File: src/rtl/eth_pkg.sv
// Shared types and constants for the Ethernet/IPv4 header extractor.
package eth_pkg;

  localparam logic [15:0] ETHERTYPE_IPV4 = 16'h0800;
  localparam logic [3:0]  IPV4_VERSION   = 4'd4;

  // Byte offsets of header fields from the first byte of the frame.
  localparam int OFF_DST    = 0;
  localparam int OFF_SRC    = 6;
  localparam int OFF_ETYPE  = 12;
  localparam int OFF_VER    = 14;
  localparam int OFF_PROTO  = 23;
  localparam int OFF_IP_SRC = 26;
  localparam int OFF_IP_DST = 30;

  localparam int BEAT_BYTES   = 8;
  localparam int MIN_ETH_LEN  = 14;  // shorter frames are runts
  localparam int IPV4_MIN_LEN = 34;  // must reach byte 33 (end of dst IP)
  localparam logic [2:0] HDR_LAST_BEAT = 3'd4;

  typedef enum logic [1:0] {S_IDLE, S_HDR, S_BODY} state_e;

  typedef struct packed {
    logic [63:0] data;
    logic        sop;
    logic        eop;
    logic [2:0]  empty;
    logic [5:0]  error;
  } beat_t;

  typedef struct packed {
    logic [47:0] dst_mac;
    logic [47:0] src_mac;
    logic [15:0] ethertype;
    logic        is_ipv4;
    logic [7:0]  ip_proto;
    logic [31:0] ip_src;
    logic [31:0] ip_dst;
    logic        runt;
  } meta_t;

  // MSB position inside a 64-bit beat of the byte at frame offset 'off'.
  function automatic int byte_msb(int off);
    return 63 - 8 * (off % BEAT_BYTES);
  endfunction

endpackage

File: src/rtl/avalon_st_reg_slice.sv
// Single-stage Avalon-ST register slice with full-throughput ready rule.
module avalon_st_reg_slice
  import eth_pkg::*;
(
  input  logic  clk,
  input  logic  reset,
  input  beat_t in_beat,
  input  logic  in_valid,
  output logic  in_ready,
  output beat_t out_beat,
  output logic  out_valid,
  input  logic  out_ready
);

  beat_t beat_q, beat_d;
  logic  valid_q, valid_d;

  // Load on accept; drop valid once downstream has taken the held beat.
  always_comb begin
    in_ready = out_ready | ~valid_q;
    beat_d   = beat_q;
    valid_d  = valid_q;
    if (in_valid && in_ready) begin
      beat_d  = in_beat;
      valid_d = 1'b1;
    end else if (out_ready) begin
      valid_d = 1'b0;
    end
  end

  // Slice register.
  always_ff @(posedge clk) begin
    if (reset) begin
      beat_q  <= '0;
      valid_q <= 1'b0;
    end else begin
      beat_q  <= beat_d;
      valid_q <= valid_d;
    end
  end

  assign out_beat  = beat_q;
  assign out_valid = valid_q;

endmodule

File: src/rtl/eth_hdr_extract.sv
// Forwards a 64-bit Avalon-ST frame stream through a register slice while
// extracting Ethernet II / IPv4 header fields and keeping frame statistics.
module eth_hdr_extract
  import eth_pkg::*;
#(
  parameter int CNT_W = 32,
  parameter int ERR_W = 16
) (
  input  logic             clk,
  input  logic             reset,
  input  logic [63:0]      asi_in_data,
  input  logic             asi_in_valid,
  input  logic             asi_in_sop,
  input  logic             asi_in_eop,
  input  logic [2:0]       asi_in_empty,
  input  logic [5:0]       asi_in_error,
  output logic             asi_in_ready,
  output logic [63:0]      aso_out_data,
  output logic             aso_out_valid,
  output logic             aso_out_sop,
  output logic             aso_out_eop,
  output logic [2:0]       aso_out_empty,
  output logic [5:0]       aso_out_error,
  input  logic             aso_out_ready,
  output logic             meta_valid,
  output logic [47:0]      meta_dst_mac,
  output logic [47:0]      meta_src_mac,
  output logic [15:0]      meta_ethertype,
  output logic             meta_is_ipv4,
  output logic [7:0]       meta_ip_proto,
  output logic [31:0]      meta_ip_src,
  output logic [31:0]      meta_ip_dst,
  output logic             meta_runt,
  output logic [CNT_W-1:0] frame_count,
  output logic [CNT_W-1:0] byte_count,
  output logic [ERR_W-1:0] err_count
);

  typedef struct packed {
    logic [47:0] dst;
    logic [47:0] src;
    logic [15:0] etype;
    logic [3:0]  ver;
    logic [7:0]  proto;
    logic [31:0] ip_src;
    logic [31:0] ip_dst;
  } hdr_t;

  beat_t in_beat, out_beat;

  assign in_beat = '{data: asi_in_data, sop: asi_in_sop, eop: asi_in_eop,
                     empty: asi_in_empty, error: asi_in_error};

  avalon_st_reg_slice u_slice (
    .clk       (clk),
    .reset     (reset),
    .in_beat   (in_beat),
    .in_valid  (asi_in_valid),
    .in_ready  (asi_in_ready),
    .out_beat  (out_beat),
    .out_valid (aso_out_valid),
    .out_ready (aso_out_ready)
  );

  assign aso_out_data  = out_beat.data;
  assign aso_out_sop   = out_beat.sop;
  assign aso_out_eop   = out_beat.eop;
  assign aso_out_empty = out_beat.empty;
  assign aso_out_error = out_beat.error;

  state_e           state_q, state_d;
  logic [2:0]       bidx_q, bidx_d;
  hdr_t             hdr_q, hdr_d;
  logic [CNT_W-1:0] len_q, len_d;
  meta_t            meta_q, meta_d;
  logic             meta_valid_q, meta_valid_d;
  logic [CNT_W-1:0] frame_cnt_q, frame_cnt_d;
  logic [CNT_W-1:0] byte_cnt_q, byte_cnt_d;
  logic [ERR_W-1:0] err_cnt_q, err_cnt_d;

  logic             acc, opened, hdr_beat, is4;
  logic [2:0]       cur_idx;
  logic [1:0]       err_inc;
  logic [CNT_W-1:0] beat_end, flen;
  logic [ERR_W:0]   err_sum;

  // Parser FSM, header capture, metadata emission and counter updates.
  // If a sop+eop beat closes an abandoned header in the same cycle, the new
  // one-beat frame's record takes the single metadata pulse.
  always_comb begin
    state_d      = state_q;
    bidx_d       = bidx_q;
    hdr_d        = hdr_q;
    len_d        = len_q;
    meta_d       = meta_q;
    meta_valid_d = 1'b0;
    frame_cnt_d  = frame_cnt_q;
    byte_cnt_d   = byte_cnt_q;
    err_inc      = 2'd0;
    is4          = 1'b0;

    acc      = asi_in_valid & asi_in_ready;
    opened   = asi_in_sop | (state_q != S_IDLE);
    hdr_beat = asi_in_sop | (state_q == S_HDR);
    cur_idx  = asi_in_sop ? 3'd0 : bidx_q;
    beat_end = (asi_in_sop ? '0 : len_q) + CNT_W'(BEAT_BYTES);
    flen     = beat_end - CNT_W'(asi_in_empty);

    if (acc) begin
      len_d = beat_end;

      if (!opened) err_inc = err_inc + 2'd1;

      if (asi_in_sop && state_q != S_IDLE) begin
        err_inc = err_inc + 2'd1;
        if (state_q == S_HDR) begin
          meta_d           = '0;
          meta_d.dst_mac   = hdr_q.dst;
          meta_d.src_mac   = hdr_q.src;
          meta_d.ethertype = hdr_q.etype;
          meta_valid_d     = 1'b1;
        end
      end

      if (hdr_beat) begin
        if (asi_in_sop) hdr_d = '0;
        case (cur_idx)
          3'd0: begin
            hdr_d.dst         = asi_in_data[byte_msb(OFF_DST) -: 48];
            hdr_d.src[47:32]  = asi_in_data[byte_msb(OFF_SRC) -: 16];
          end
          3'd1: begin
            hdr_d.src[31:0]   = asi_in_data[byte_msb(OFF_SRC + 2) -: 32];
            hdr_d.etype       = asi_in_data[byte_msb(OFF_ETYPE) -: 16];
            hdr_d.ver         = asi_in_data[byte_msb(OFF_VER) -: 4];
          end
          3'd2: hdr_d.proto   = asi_in_data[byte_msb(OFF_PROTO) -: 8];
          3'd3: begin
            hdr_d.ip_src        = asi_in_data[byte_msb(OFF_IP_SRC) -: 32];
            hdr_d.ip_dst[31:16] = asi_in_data[byte_msb(OFF_IP_DST) -: 16];
          end
          3'd4: hdr_d.ip_dst[15:0] = asi_in_data[byte_msb(OFF_IP_DST + 2) -: 16];
          default: ;
        endcase

        if (cur_idx == HDR_LAST_BEAT || asi_in_eop) begin
          is4 = (hdr_d.etype == ETHERTYPE_IPV4) && (hdr_d.ver == IPV4_VERSION) &&
                (cur_idx == HDR_LAST_BEAT) &&
                (!asi_in_eop || flen >= CNT_W'(IPV4_MIN_LEN));
          meta_d.dst_mac   = hdr_d.dst;
          meta_d.src_mac   = hdr_d.src;
          meta_d.ethertype = hdr_d.etype;
          meta_d.is_ipv4   = is4;
          meta_d.ip_proto  = is4 ? hdr_d.proto  : 8'd0;
          meta_d.ip_src    = is4 ? hdr_d.ip_src : 32'd0;
          meta_d.ip_dst    = is4 ? hdr_d.ip_dst : 32'd0;
          meta_d.runt      = asi_in_eop && (flen < CNT_W'(MIN_ETH_LEN));
          meta_valid_d     = 1'b1;
          state_d          = asi_in_eop ? S_IDLE : S_BODY;
        end else begin
          state_d = S_HDR;
          bidx_d  = cur_idx + 3'd1;
        end
      end else if (state_q == S_BODY && asi_in_eop) begin
        state_d = S_IDLE;
      end

      if (opened && asi_in_eop) begin
        frame_cnt_d = frame_cnt_q + CNT_W'(1);
        byte_cnt_d  = byte_cnt_q + flen;
        if (asi_in_error != 6'd0) err_inc = err_inc + 2'd1;
      end
    end

    err_sum   = {1'b0, err_cnt_q} + (ERR_W+1)'(err_inc);
    err_cnt_d = err_sum[ERR_W] ? '1 : err_sum[ERR_W-1:0];
  end

  // Parser and statistics state.
  always_ff @(posedge clk) begin
    if (reset) begin
      state_q      <= S_IDLE;
      bidx_q       <= 3'd0;
      hdr_q        <= '0;
      len_q        <= '0;
      meta_q       <= '0;
      meta_valid_q <= 1'b0;
      frame_cnt_q  <= '0;
      byte_cnt_q   <= '0;
      err_cnt_q    <= '0;
    end else begin
      state_q      <= state_d;
      bidx_q       <= bidx_d;
      hdr_q        <= hdr_d;
      len_q        <= len_d;
      meta_q       <= meta_d;
      meta_valid_q <= meta_valid_d;
      frame_cnt_q  <= frame_cnt_d;
      byte_cnt_q   <= byte_cnt_d;
      err_cnt_q    <= err_cnt_d;
    end
  end

  assign meta_valid     = meta_valid_q;
  assign meta_dst_mac   = meta_q.dst_mac;
  assign meta_src_mac   = meta_q.src_mac;
  assign meta_ethertype = meta_q.ethertype;
  assign meta_is_ipv4   = meta_q.is_ipv4;
  assign meta_ip_proto  = meta_q.ip_proto;
  assign meta_ip_src    = meta_q.ip_src;
  assign meta_ip_dst    = meta_q.ip_dst;
  assign meta_runt      = meta_q.runt;
  assign frame_count    = frame_cnt_q;
  assign byte_count     = byte_cnt_q;
  assign err_count      = err_cnt_q;

endmodule
File: config.mk
export PLATFORM = sky130hd
export DESIGN_NAME = eth_hdr_extract
export DESIGN_NICKNAME = d
export VERILOG_FILES = /design/src/rtl/eth_pkg.sv /design/src/rtl/avalon_st_reg_slice.sv /design/src/rtl/eth_hdr_extract.sv
export SDC_FILE = /design/constraint.sdc
export NUM_CORES = 2
export LEC_CHECK = 0
export CELL_PAD_IN_SITES_DETAIL_PLACEMENT = 1
export CELL_PAD_IN_SITES_GLOBAL_PLACEMENT = 2
export CORE_UTILIZATION = 32
export DETAILED_ROUTE_END_ITERATION = 8
export PLACE_DENSITY = 0.79
export SYNTH_ARGS = -nofsm -noshare
export SYNTH_HDL_FRONTEND = slang
export SYNTH_SLANG_ARGS = --single-unit
File: constraint.sdc
create_clock -name clk -period 12.3 [get_ports clk]
set_input_delay 3.69 -clock clk [delete_from_list [all_inputs] [get_ports clk]]
set_output_delay 3.69 -clock clk [all_outputs]
set_load 0.02 [all_outputs]
==> impl_results.rst <==
.. list-table::
   :header-rows: 1

   * - Metric
     - Value
   * - Actual slew at the worst max-slew pin
     - between 1 and 1.5 ns
   * - Detailed Route Iter0 Violations
     - 1228
   * - Number of antenna violations at the first check in global routing
     - 0
   * - Data required time of the worst path
     - approximately 13 ns
   * - Total Die Area
     - ~80000 um2
   * - Achievable frequency
     - 104.2 MHz
   * - Pin count of the biggest net entering global routing
     - a little under 200
   * - Detailed-route via count
     - around 24000
   * - Critical Path Max Stage Delay
     - approximately 0.67 ns
   * - Diode insertion count for antenna repair
     - 0
   * - CTS buffer count
     - 70
   * - Hold violation count in the final report
     - 0
   * - Total wire length
     - between 90000 and 100000 um
   * - Boundary pin count
     - ~420
   * - DRC violation count after routing
     - 0
   * - Slack of the critical path
     - 2.699 ns
   * - Count of instances resized after the clock tree is built
     - 0
   * - Kind of path behind the tightest hold check
     - reg -> reg
   * - Horizontal die dimension
     - between 200 and 300 um
   * - Clock tree sinks
     - about 570
   * - Dominant combinational cell family by area after synthesis
     - simple AND/OR/NAND/NOR gates
   * - Worst path arrival time
     - around 10 ns
   * - Number of input and output port buffers inserted
     - between 400 and 500
   * - Synth warn
     - 0
   * - Wire length of the first global-routing pass
     - around 150000 um
   * - Net Count, Synth
     - 3178
   * - Capturing element type of the critical path
     - flip-flop
   * - Clock latency on the worst-skew pair
     - 0.63 ns
   * - Number of H-tree levels
     - 3
   * - Count of mapped cells out of synthesis
     - 3050
   * - Standby leakage power
     - 11.60 nW
   * - Fin crit share
     - 0.7806
   * - Finished Layout Cells
     - ~4400
   * - Number of hold buffers added after CTS
     - 0
   * - Final worst path period need
     - 9.601 ns
   * - Cell family with the largest share of critical-path delay
     - simple AND/OR/NAND/NOR gates
   * - Vias per cell
     - between 5 and 6
   * - CP bufs+invs
     - 3
   * - Simple-Gate Fraction of Synth Area
     - 0.2435
   * - Max FO, Critical Path
     - 82
   * - Total congestion overflow after global routing
     - 0
   * - Kind of start point of the critical path
     - input port
   * - Fin Clk Skew
     - 0.02542 ns
   * - Multiplexer area fraction after synthesis
     - 0.005511
   * - Number of enable flip-flop cells after synthesis
     - 0
   * - Fraction of the mapped netlist area in adder cells
     - 0.02522
   * - Power density over the cells
     - about 140 nW/um2
   * - Cell Chain, Critical Path
     - buf_4, buf_4, nand2b_1, inv_1, ha_1, and4b_1, a211oi_1, a311oi_1, nor3_1, nand3_1, or3_1, xor2_1, ha_1, and3_1, and3_1, a22oi_1, a21oi_1, nor3b_1, o31ai_1, a311o_1, nand3_1, a21oi_1, mux2_2
   * - Clock tree from TritonCTS
     - yes
   * - Die Y
     - about 280 um
   * - Library cells used by synthesis
     - a little under 80
   * - Parity-gate share of the synthesized area counting xor and xnor cells
     - 0.03510
   * - Area fraction in compound gates after synthesis
     - 0.1960
   * - Fin util
     - 0.4173
   * - Pre-CTS worst setup slack
     - between 2 and 2.5 ns
   * - GRT Resource Usage Total
     - 0.2369
   * - Worst slew margin relative to its limit
     - 0.2472
   * - Most used DFF post-synth
     - sky130_fd_sc_hd__dfxtp_1
   * - Post-detailed-route count of antenna-violating nets
     - 0
   * - Clock transition at the register clock pins on the worst setup and hold paths after CTS
     - approximately 0.060 ns
   * - Classification of the worst setup path
     - in -> reg
   * - Via count of the first global-routing pass
     - between 20000 and 25000
   * - Fin Setup TNS
     - 0 ns
   * - Layout area overhead
     - 28.70%
   * - Hpwl dp
     - roughly 64000 um
   * - Unrepaired setup endpoints after global routing
     - no
   * - Post-synthesis sequential area ratio
     - 0.4512
   * - Buffer type at the clock tree root
     - sky130_fd_sc_hd__clkbuf_16
   * - Core Rows
     - about 100
   * - Cell area after technology mapping
     - about 25000 um2
   * - Number of nets in the layout
     - 3461
   * - Deepest clock path buffer count
     - 3
   * - Max-capacitance violation count
     - 0
   * - Fin. max-slew vios
     - 0
   * - Core region area
     - ~78000 um2
   * - Placer congestion estimate
     - ~0.9
   * - Run status
     - complete, no violations
   * - Fraction of registers with async set or reset after synthesis
     - 0
   * - Smallest hold slack
     - between 0.4 and 0.5 ns
   * - Fraction of final layout cells sized beyond drive strength 1
     - 0.05997
   * - Count of TritonRoute iterations in the first routing pass
     - 5
   * - Final setup violation count
     - 0
   * - Setup Buffers After CTS
     - 0
   * - Starting utilization of the core area
     - 0.3243
   * - Peak VDD IR
     - approximately 0.098 mV
   * - Avg Inst Size Synth
     - 8.263 um2
   * - Crit path max-delay cell type
     - sky130_fd_sc_hd__buf_4
   * - Total instance count after detailed placement
     - between 4000 and 5000
   * - Wire per inst
     - around 22 um
   * - FF+latch count, synth
     - 568
[cells in the mapped netlist (all sizes together) (3+ instances only)]
| master | n | area share |
|---|---|---|
| a2111oi | 3 | 0.0011 |
| a211o | 4 | 0.0014 |
| a211oi | 17 | 0.0051 |
| a21o | 21 | 0.0063 |
| a21oi | 260 | 0.052 |
| a221oi | 112 | 0.039 |
| a22oi | 151 | 0.045 |
| a311oi | 4 | 0.0014 |
| a31oi | 4 | 0.00099 |
| and2 | 9 | 0.0022 |
| and3 | 16 | 0.0040 |
| and4 | 8 | 0.0028 |
| and4b | 3 | 0.0012 |
| buf | 25 | 0.0070 |
| clkbuf | 216 | 0.032 |
| dfxtp | 568 | 0.45 |
| fa | 3 | 0.0024 |
| ha | 46 | 0.023 |
| inv | 28 | 0.0042 |
| mux2 | 7 | 0.0031 |
| mux2i | 6 | 0.0024 |
| nand2 | 457 | 0.068 |
| nand2b | 14 | 0.0035 |
| nand3 | 36 | 0.0076 |
| nand3b | 8 | 0.0024 |
| nand4 | 22 | 0.0057 |
| nand4b | 7 | 0.0030 |
| nor2 | 375 | 0.056 |
| nor2b | 22 | 0.0055 |
| nor3 | 149 | 0.030 |
| nor3b | 77 | 0.023 |
| nor4 | 17 | 0.0053 |
| o211ai | 7 | 0.0023 |
| o21a | 6 | 0.0018 |
| o21ai | 86 | 0.019 |
| o21bai | 8 | 0.0024 |
| o31ai | 37 | 0.011 |
| o32ai | 3 | 0.0010 |
| o41ai | 4 | 0.0024 |
| or2 | 15 | 0.0037 |
| or3 | 57 | 0.014 |
| or4 | 10 | 0.0033 |
| xnor2 | 58 | 0.020 |
| xor2 | 43 | 0.015 |
[cells in the final DEF, fill, tap and decap left out, types with 43 or more instances in the layout]
cell type                         synthesis  final
sky130_fd_sc_hd__clkbuf_16                0     70
sky130_fd_sc_hd__dfxtp_1                568    568
sky130_fd_sc_hd__or3_1                   57     57
sky130_fd_sc_hd__clkdlybuf4s50_1          0    420
sky130_fd_sc_hd__nor2_1                 375    367
sky130_fd_sc_hd__ha_1                    46     45
sky130_fd_sc_hd__xor2_1                  43     43
sky130_fd_sc_hd__o21ai_0                 72     71
sky130_fd_sc_hd__nand2_1                457    455
sky130_fd_sc_hd__nor3b_1                 77     77
sky130_fd_sc_hd__a221oi_1               112    112
sky130_fd_sc_hd__xnor2_1                 58     58
sky130_fd_sc_hd__nor3_1                 148    148
sky130_fd_sc_hd__a21oi_1                260    259
sky130_fd_sc_hd__a22oi_1                151    151
[cell type report]
cell class,count,area [um2]
timing repair buffer,452,4464
sequential,568,11370
multi-input combinational,2212,12850
fill,8949,45290
clock buffer,105,2073
inverter,29,108.9
clock inverter,19,267.8
tap,1040,1301
[path summary, 6_finish.rpt]
kind / start / endpoint / slack, ns / depth (start not counted)
hold reg to reg: hdr_q[51]$_SDFFE_PP0P_ / hdr_q[51]$_SDFFE_PP0P_ / 0.44 / 2
setup / recovery: asi_in_sop / byte_count[31]$_SDFFE_PP0P_ / 2.70 / 23
setup reg to reg: len_q[3]$_SDFFE_PP0P_ / byte_count[31]$_SDFFE_PP0P_ / 6.15 / 19
hold / removal: hdr_q[51]$_SDFFE_PP0P_ / hdr_q[51]$_SDFFE_PP0P_ / 0.44 / 2
[state kept, by name, summed over array words and instances, names as in the netlist, 32 cells and up]
| name | flops |
|---|---|
| hdr_q | 188 |
| u_slice.out_beat | 75 |
| meta_dst_mac | 48 |
| meta_src_mac | 48 |
| byte_count | 32 |
| frame_count | 32 |
| len_q | 32 |
| meta_ip_dst | 32 |
| meta_ip_src | 32 |
[cells by family after synthesis]
kind of cell / after synthesis
adder cells (fa/ha/maj): 49
buffers and inverters: 270
multiplexers: 13
AND/OR/NAND/NOR: 1308
AO/OA/AOI/OAI: 741
flip-flops: 568
XOR/XNOR: 101
[where the power goes]
group / switching, mW / leakage (nW) / internal (mW) / total, mW
clock: 0.854 / 1.15 / 1.26 / 2.11
sequential: 0.0337 / 4.61 / 1.90 / 1.93
combinational: 0.317 / 5.83 / 0.169 / 0.486
total: 1.20 / 11.6 / 3.32 / 4.52
[per-stage QoR]
step                instance area, um2  total power, mW
floorplan                        25200            2.223
global placement                 30090            2.445
detailed placement               30090            2.457
CTS                              32430            4.587
global route                     32430            4.699
finish                           32430            4.525
[layer usage]
metal / share of wire / GRT usage / vias up
met1: 0.44 / 0.2948 / 12064
met4: 0.025 / 0.06556 / 0
met3: 0.055 / 0.05319 / 126
li1: - / - / 11387
met5: 0 / 0 / -
met2: 0.48 / 0.4077 / 470
[tightest hold or removal path: stages (launching register included)]
cell and delay [ns]:
sky130_fd_sc_hd__dfxtp_1 0.30, sky130_fd_sc_hd__nand2_1 0.05, sky130_fd_sc_hd__nand2_1 0.04
Note: power is estimated with default switching activity, not from simulation.
